==> config.mk <==
export PLATFORM = sky130hd
export DESIGN_NAME = i2c_reg_sequencer
export DESIGN_NICKNAME = d
export VERILOG_FILES = /design/src/rtl/i2c_reg_sequencer.sv
export SDC_FILE = /design/constraint.sdc
export NUM_CORES = 1
export LEC_CHECK = 0
export ABC_AREA = 1
export CAP_MARGIN = 5
export CORE_MARGIN = 2
export CORE_UTILIZATION = 54
export CTS_CLUSTER_SIZE = 16
export DETAILED_ROUTE_END_ITERATION = 8
export PLACE_DENSITY_LB_ADDON = 0.12
export SLEW_MARGIN = 20
export SYNTH_ARGS = -nofsm -noshare
export SYNTH_HDL_FRONTEND = slang
export SYNTH_SLANG_ARGS = --single-unit
==> constraint.sdc <==
create_clock -name Clk -period 2.2 [get_ports Clk]
set_clock_uncertainty 0.2 [all_clocks]
set_input_delay 0.33 -clock Clk [delete_from_list [all_inputs] [get_ports Clk]]
set_output_delay 0.33 -clock Clk [all_outputs]
set_load 0.02 [all_outputs]
==> src/rtl/i2c_reg_sequencer.sv <==
`default_nettype none
// ============================================================================
// Module      : i2c_reg_sequencer
// Description : Runs one register write/read on the I2C master register port:
//               issues commands, polls master busy, checks ACK, returns data.
// Revision    : 1.0 - initial release
// ============================================================================
module i2c_reg_sequencer #(
    parameter logic SPEED_400K  = 1'b0,
    parameter int   TIMEOUT_CYC = 1048575,
    parameter int   TO_W        = 20
) (
    input  logic       Clk,
    input  logic       Rst_n,
    input  logic       Req,
    input  logic       Rw,
    input  logic [6:0] DevAddr,
    input  logic [7:0] RegAddr,
    input  logic [7:0] WrData,
    output logic       Busy,
    output logic       Done,
    output logic       Err,
    output logic [7:0] RdData,
    output logic [2:0] M_Addr,
    output logic [7:0] M_DataWr,
    input  logic [7:0] M_DataRd,
    output logic       M_En,
    output logic       M_Wr,
    output logic       M_Rd
);

    localparam logic [2:0] c_IDLE   = 3'd0;
    localparam logic [2:0] c_ISSUE  = 3'd1;
    localparam logic [2:0] c_ARM    = 3'd2;
    localparam logic [2:0] c_POLL   = 3'd3;
    localparam logic [2:0] c_ACKCHK = 3'd4;
    localparam logic [2:0] c_RDDAT  = 3'd5;
    localparam logic [2:0] c_DONE   = 3'd6;

    localparam logic [2:0] c_CMD_START = 3'd0;
    localparam logic [2:0] c_CMD_STOP  = 3'd1;
    localparam logic [2:0] c_CMD_READ  = 3'd2;
    localparam logic [2:0] c_CMD_WRITE = 3'd3;
    localparam logic [2:0] c_REG_SPEED = 3'd4;
    localparam logic [2:0] c_REG_STAT  = 3'd4;
    localparam logic [2:0] c_REG_RXD   = 3'd3;

    localparam logic [3:0] c_STEP_SPD   = 4'd0;
    localparam logic [3:0] c_STEP_FIRST = 4'd1;
    localparam logic [3:0] c_STOP_WR    = 4'd5;
    localparam logic [3:0] c_STOP_RD    = 4'd7;

    localparam logic [TO_W-1:0] c_TO_LAST = TO_W'(TIMEOUT_CYC - 1);

    logic [2:0]      state_q,    state_d;
    logic [3:0]      step_q,     step_d;
    logic            err_q,      err_d;
    logic            spd_done_q, spd_done_d;
    logic [TO_W-1:0] to_cnt_q,   to_cnt_d;
    logic            rw_q,       rw_d;
    logic [6:0]      dev_q,      dev_d;
    logic [7:0]      reg_q,      reg_d;
    logic [7:0]      wdat_q,     wdat_d;
    logic [7:0]      rdata_q,    rdata_d;

    logic [2:0]      w_cmd_addr;
    logic [7:0]      w_cmd_data;
    logic [3:0]      w_stop_step;
    logic            w_m_busy;
    logic            w_m_nack;

    assign w_m_busy    = M_DataRd[0];
    assign w_m_nack    = M_DataRd[2];
    assign w_stop_step = rw_q ? c_STOP_RD : c_STOP_WR;

    // Command script: step 0 is the one-shot speed setup, the rest is the bus sequence.
    always_comb begin
        w_cmd_addr = c_CMD_STOP;
        w_cmd_data = 8'h00;
        case (step_q)
            4'd0: begin
                w_cmd_addr = c_REG_SPEED;
                w_cmd_data = {7'b0, SPEED_400K};
            end
            4'd1: w_cmd_addr = c_CMD_START;
            4'd2: begin
                w_cmd_addr = c_CMD_WRITE;
                w_cmd_data = {dev_q, 1'b0};
            end
            4'd3: begin
                w_cmd_addr = c_CMD_WRITE;
                w_cmd_data = reg_q;
            end
            4'd4: begin
                if (rw_q) begin
                    w_cmd_addr = c_CMD_START;
                end else begin
                    w_cmd_addr = c_CMD_WRITE;
                    w_cmd_data = wdat_q;
                end
            end
            4'd5: begin
                if (rw_q) begin
                    w_cmd_addr = c_CMD_WRITE;
                    w_cmd_data = {dev_q, 1'b1};
                end else begin
                    w_cmd_addr = c_CMD_STOP;
                end
            end
            4'd6:    w_cmd_addr = c_CMD_READ;
            default: w_cmd_addr = c_CMD_STOP;
        endcase
    end

    always_ff @(posedge Clk or negedge Rst_n) begin
        if (!Rst_n) begin
            state_q    <= c_IDLE;
            step_q     <= 4'd0;
            err_q      <= 1'b0;
            spd_done_q <= 1'b0;
            to_cnt_q   <= '0;
            rw_q       <= 1'b0;
            dev_q      <= 7'h00;
            reg_q      <= 8'h00;
            wdat_q     <= 8'h00;
            rdata_q    <= 8'h00;
        end else begin
            state_q    <= state_d;
            step_q     <= step_d;
            err_q      <= err_d;
            spd_done_q <= spd_done_d;
            to_cnt_q   <= to_cnt_d;
            rw_q       <= rw_d;
            dev_q      <= dev_d;
            reg_q      <= reg_d;
            wdat_q     <= wdat_d;
            rdata_q    <= rdata_d;
        end
    end

    always_comb begin
        state_d    = state_q;
        step_d     = step_q;
        err_d      = err_q;
        spd_done_d = spd_done_q;
        to_cnt_d   = to_cnt_q;
        rw_d       = rw_q;
        dev_d      = dev_q;
        reg_d      = reg_q;
        wdat_d     = wdat_q;
        rdata_d    = rdata_q;
        case (state_q)
            c_IDLE: begin
                if (Req) begin
                    rw_d    = Rw;
                    dev_d   = DevAddr;
                    reg_d   = RegAddr;
                    wdat_d  = WrData;
                    err_d   = 1'b0;
                    step_d  = spd_done_q ? c_STEP_FIRST : c_STEP_SPD;
                    state_d = c_ISSUE;
                end
            end
            c_ISSUE: begin
                if (step_q == c_STEP_SPD) begin
                    spd_done_d = 1'b1;
                end
                state_d = c_ARM;
            end
            c_ARM: begin
                to_cnt_d = '0;
                state_d  = c_POLL;
            end
            c_POLL: begin
                if (w_m_busy) begin
                    // Abort without STOP: the master may still be holding the bus.
                    if (to_cnt_q == c_TO_LAST) begin
                        err_d   = 1'b1;
                        state_d = c_DONE;
                    end else begin
                        to_cnt_d = to_cnt_q + 1'b1;
                    end
                end else if (step_q != c_STEP_SPD && w_cmd_addr == c_CMD_WRITE) begin
                    state_d = c_ACKCHK;
                end else if (step_q == w_stop_step) begin
                    state_d = (rw_q && !err_q) ? c_RDDAT : c_DONE;
                end else begin
                    step_d  = step_q + 4'd1;
                    state_d = c_ISSUE;
                end
            end
            c_ACKCHK: begin
                if (w_m_nack) begin
                    err_d  = 1'b1;
                    step_d = w_stop_step;
                end else begin
                    step_d = step_q + 4'd1;
                end
                state_d = c_ISSUE;
            end
            c_RDDAT: begin
                rdata_d = M_DataRd;
                state_d = c_DONE;
            end
            c_DONE: begin
                err_d   = 1'b0;
                step_d  = 4'd0;
                state_d = c_IDLE;
            end
            default: state_d = c_IDLE;
        endcase
    end

    always_comb begin
        Busy     = 1'b0;
        Done     = 1'b0;
        Err      = 1'b0;
        M_Addr   = 3'd0;
        M_DataWr = 8'h00;
        M_En     = 1'b0;
        M_Wr     = 1'b0;
        M_Rd     = 1'b0;
        case (state_q)
            c_ISSUE: begin
                Busy     = 1'b1;
                M_En     = 1'b1;
                M_Wr     = 1'b1;
                M_Addr   = w_cmd_addr;
                M_DataWr = w_cmd_data;
            end
            c_ARM: Busy = 1'b1;
            c_POLL, c_ACKCHK: begin
                Busy   = 1'b1;
                M_En   = 1'b1;
                M_Rd   = 1'b1;
                M_Addr = c_REG_STAT;
            end
            c_RDDAT: begin
                Busy   = 1'b1;
                M_En   = 1'b1;
                M_Rd   = 1'b1;
                M_Addr = c_REG_RXD;
            end
            c_DONE: begin
                Done = 1'b1;
                Err  = err_q;
            end
            default: Busy = 1'b0;
        endcase
    end

    assign RdData = rdata_q;

endmodule
`default_nettype wire
Word level (Yosys, flattened, before mapping)
Index checks and enable logic that the tools add are counted.
W data, S select, Z words.
{"block": "totals", "ramBits": 0, "latch_bits": 0, "n_memories": 0, "reg_bits": 61, "output_inout_bits": 25, "mem_bits_ro": 0}
{"block": "op_classes", "n_mux": 37, "bitwise_logic": 0, "order_cmp": 0, "n_mul": 0, "div": 0, "add_sub_neg": 2, "n_shift": 0, "reduce_logical": 19, "eq_ne": 24}
{"op": "$mux W20", "n": 2}
{"op": "$pmux W20 S2", "n": 1}
{"op": "$pmux W3 S6", "n": 2}
{"op": "$pmux W8 S4", "n": 1}
{"op": "$mux W8", "n": 3}
{"op": "$add A20 B1 Y20 const B", "n": 1}
{"op": "$eq A20 B20 Y1 const B", "n": 1}
{"op": "$mux W4", "n": 5}
{"op": "$ne A2 B2 Y1 const B", "n": 8}
{"op": "$pmux W4 S4", "n": 1}
{"op": "$mux W3", "n": 5}
{"op": "$eq A4 B3 Y1 const B", "n": 3}
{"op": "$mux W1", "n": 11}
{"op": "$reduce_and A5 Y1", "n": 2}
{"op": "$eq A3 B2 Y1 const B", "n": 3}
{"op": "$eq A3 B3 Y1 const B", "n": 3}
{"op": "$pmux W3 S3", "n": 1}
{"op": "$eq A4 B2 Y1 const B", "n": 2}
{"op": "$mux W2", "n": 4}
{"op": "$reduce_bool A4 Y1", "n": 2}
{"op": "$reduce_and A2 Y1", "n": 3}
{"op": "$reduce_or A5 Y1", "n": 1}
{"op": "$add A4 B1 Y4 const B", "n": 1}
{"op": "$eq A4 B1 Y1 const B", "n": 1}
{"op": "13 further kinds", "n": 15}

Logic depth before layout (Yosys ltp)
{"block": "depth", "ltp_word": 8, "ltp_mapped": 12, "mapped_depth_nobuf": 11}

Worst setup path before layout
Ideal clock, no wire load.
{"block": "synth_timing", "path_kind": "register to output", "from": "register state_q[0]", "to": "output port M_DataWr[0]", "setup_slack_ns": -0.008, "required_ns": 1.670, "stages_incl_launch_ff": 7, "arrival_ns": 1.678, "path_buffers": 0, "cell_sequence": "dfrtp_1 > inv_2 > nor2_2 > inv_1 > nor2_1 > inv_1 > a31oi_1"}
{"block": "synth_via", "elab_chain_cells": 2}
{"element": "from (decl)", "line_no": "55", "text": "logic [2:0] state_q, state_d;"}
{"element": "from (signal assigned)", "line_no": "117", "text": "state_q <= c_IDLE;"}
{"element": "from (signal assigned)", "line_no": "128", "text": "state_q <= state_d;"}
{"element": "$eq A3 B1 Y1", "line_no": "223", "text": "case (state_q)"}
{"element": "$mux W8", "line_no": "223"}
{"element": "to (decl)", "line_no": "25", "text": "output logic [7:0] M_DataWr,"}
No other way between the ends.

Final worst setup path
{"block": "layout_timing", "from": "register step_q[0]", "to": "output port M_DataWr[4]"}
{"block": "layout_via", "elab_chain_cells": 3}
{"element": "from (decl)", "line_no": "56", "text": "logic [3:0] step_q, step_d;"}
{"element": "from (signal assigned)", "line_no": "129", "text": "step_q <= step_d;"}
{"element": "$eq A4 B3 Y1 or $eq A4 B2 Y1 (tied branches)", "line_no": "80", "text": "case (step_q)"}
{"element": "$pmux W8 S4 *", "line_no": "80"}
{"element": "$mux W8 *", "line_no": "223"}
Mark *: on every way between the ends. The rest lies on a longest branch, timed or not.

==> run metrics <==
post-synthesis adder-cell area fraction 2.10%; TNS Setup -1540 ps; design area 4880 µm²; largest net degree at the start of global routing 42; CTS sink cnt 61; initial antenna violation count 0; H-tree levels 3; crit path kind reg -> out; CP max FO 7; final non-filler cell total 615; violated checks negative setup slack; Final GP Congestion 0.875; fmax 420 MHz; syn nets 469; Worst Path Arrival 1850 ps; placed cell areas 4490 µm²; Fin. Hold Viols 0; min cycle time layout 2380 ps; grt met3 use 4.57%; Area contributors post-synth dfrtp_1 43%, nand2_1 11%, mux2_2 9.1%; maximum vdd drop 1.05 mV; share of cells above drive strength 1 31.0%; placed cell count 591; vias per inst 5.54; grt met1 use 34.2%; top cell type's share of synthesized area 42.7%; vias in the first global route 3333; fin. max-slew vios 0; grt total ovfl 0; busiest layer in global routing met2; crit share post-route 108%; Synth Warn # 0; First DRT Iteration DRCs 219; post-synthesis register bit count 61; proportion of synthesized area in mux cells 9.14%; TritonCTS buffer count 9; RSZ-0062 raised after global routing yes; clk buf depth 2; GR Layer Usage met2 42.4%; worst flop-to-flop path startpoint state_q[2]; Pleak 0.00215 µW; detailed-route wire length 9460 µm; Reg2Reg Depth 10; Cell variety after synth 33; Reg2Reg Setup Slack 110 ps; Post-Syn Area 3570 µm²; worst skew pair latency 350 ps; outcome finished with violations; first-pass GRT wire length 15100 µm; clock slew at reported path FFs 70 ps; worst setup margin -181 ps; # rows 29; Post-DRT Antenna Nets 0; DIE WIDTH 85.4 µm; cell count after synthesis 428; Crit. End Element primary output; Final Setup Violations 10; worst r2r dst to_cnt_q[5]; largest family of logic cells by synthesized area simple AND/OR/NAND/NOR gates; DRC violations left 0; Fillers 458; post-synthesis xor/xnor area fraction 2.21%; Critical Path RT 1670 ps; Routed WL per cell 15.4 µm; Die Y 85.4 µm; Compound-Gate Fraction of Synth Area 7.95%; hpwl dp 6450 µm; slew at the pin closest to its max-slew limit 515 ps; core area 6390 µm²; die area 7290 µm²; Simple-Gate Fraction of Synth Area 28.9%; max_slew headroom 65.7%; Synth area leader dfrtp_1; Max-cap violations 0; sequential area share after synthesis 42.7%; Area Growth Syn to Fin 36.6%; Avg Inst Size Synth 8.35 µm²; router iterations before antenna repair 5; I/O Pins 60; CTS tree done; antenna cells 0; GRT Util Overall 26.0%; worst min path class in -> async; Vias 3409; CP Launch Type flop; clk root buf clkbuf_8; PwrDens 1200 nW/µm²; initial core utilization 56.0%; fin nets 574; Port Buf Inserts 59
==> logic make-up after synthesis <==
group                      count (synthesis)
buffers and inverters                     58
AOI/OAI and AO/OA                         50
adders and majority gates                  6
xor gates and xnor gates                   9
DFF                                       61
muxes                                     29
and+or+nand+nor                          215
==> synth_stat cells, drive strengths merged <==
cell type / count
buf: 10
nor3: 12
a21oi: 2
o21ai: 36
or2: 1
nand2: 119
nand3: 26
a31oi: 9
ha: 6
nand4: 18
xnor2: 3
mux2: 29
xor2: 6
o211ai: 3
inv: 48
nor2: 38
nand3b: 1
dfrtp: 61
==> timing repair <==
action                                  in CTS  in global routing
buffers inserted                             3                  4
gates resized for setup                     86                 37
endpoints found under the setup margin      17                 14
endpoints found under the hold margin       61                  0
hold buffers                                 1                  0
pin swaps                                   13                 17
==> how the worst max path moves through the flow <==
stage                     slack [ps]           to  cells past startpoint  startpoint
after floorplan                   -8  M_DataWr[0]                      6  state_q[0]
after global placement          -230  M_DataWr[4]                      8   step_q[0]
after detailed placement        -340  M_DataWr[7]                      7   step_q[1]
after CTS                       -200  M_DataWr[7]                      7   step_q[1]
after global routing            -260  M_DataWr[6]                      7   step_q[0]
final                           -180  M_DataWr[4]                      7   step_q[0]
==> through the flow <==
stage / power (µW) / setup slack [ps] / hold WS (ps) / util, %
finish: 5850 / -181 / 90.0 / 76.4
global route: 6200 / -257 / 101 / 76.4
CTS: 5600 / -195 / 86.9 / 74.4
detailed placement: 4520 / -340 / -75.4 / 70.3
global placement: 4440 / -229 / -77.8 / 70.3
floorplan: 3430 / -7.51 / -166 / -
==> cell usage in the layout (no fill, tap or decap), types with 4 or more instances in the layout <==
cell,synthesis,final
nand4_2,5,5
nor2_1,29,24
clkbuf_8,0,9
nand4_1,13,13
dlygate4sd2_1,0,4
inv_1,43,39
clkdlybuf4s50_1,0,41
nor3_1,11,11
inv_2,4,6
buf_6,1,6
mux2_2,29,29
o21ai_0,16,13
o21ai_2,4,5
nand3_1,22,21
nor2_2,7,9
nand2_2,9,12
nor2_4,2,5
buf_4,1,46
a31oi_1,9,7
nand2_1,109,104
xor2_1,6,6
o21ai_1,16,17
dfrtp_1,61,59
==> state kept, by name, indices dropped and copies added (netlist names) <==
signal      flops
err_q           1
dev_q           7
reg_q           8
spd_done_q      1
rw_q            1
RdData          8
step_q          4
to_cnt_q       20
state_q         3
wdat_q          8
==> report_power, final <==
| group | internal [µW] | leakage [µW] | switching, µW |
|---|---|---|---|
| sequential | 1500 | 0.000764 | 258 |
| clock | 526 | 0.0000996 | 482 |
| combinational | 1380 | 0.00128 | 1700 |
| total | 3400 | 0.00215 | 2440 |
==> per-layer routing <==
layer	wire length (µm)	share of wire [%]
met4	116	1.2
met2	4690	50
met1	4040	43
met3	616	6.5
met5	0	0
==> critical path: stages, from the launching register on <==
cell	delay [ps]
dfrtp_2	440
buf_6	120
ha_4	130
nand4_1	150
nand2_2	210
nand2_1	70
a31oi_1	210
buf_4	180
==> area by class of cell <==
class	instances	area [µm²]	area share, %
clock buffers	9	124	2.54
clock inverters	7	73.8	1.51
inverters	48	188	3.84
multi-input cells	309	1940	39.8
flip-flops and latches	61	1530	31.3
well taps	77	96.3	1.97
repair buffers	104	928	19.0
(Power assumes the default switching activity.)
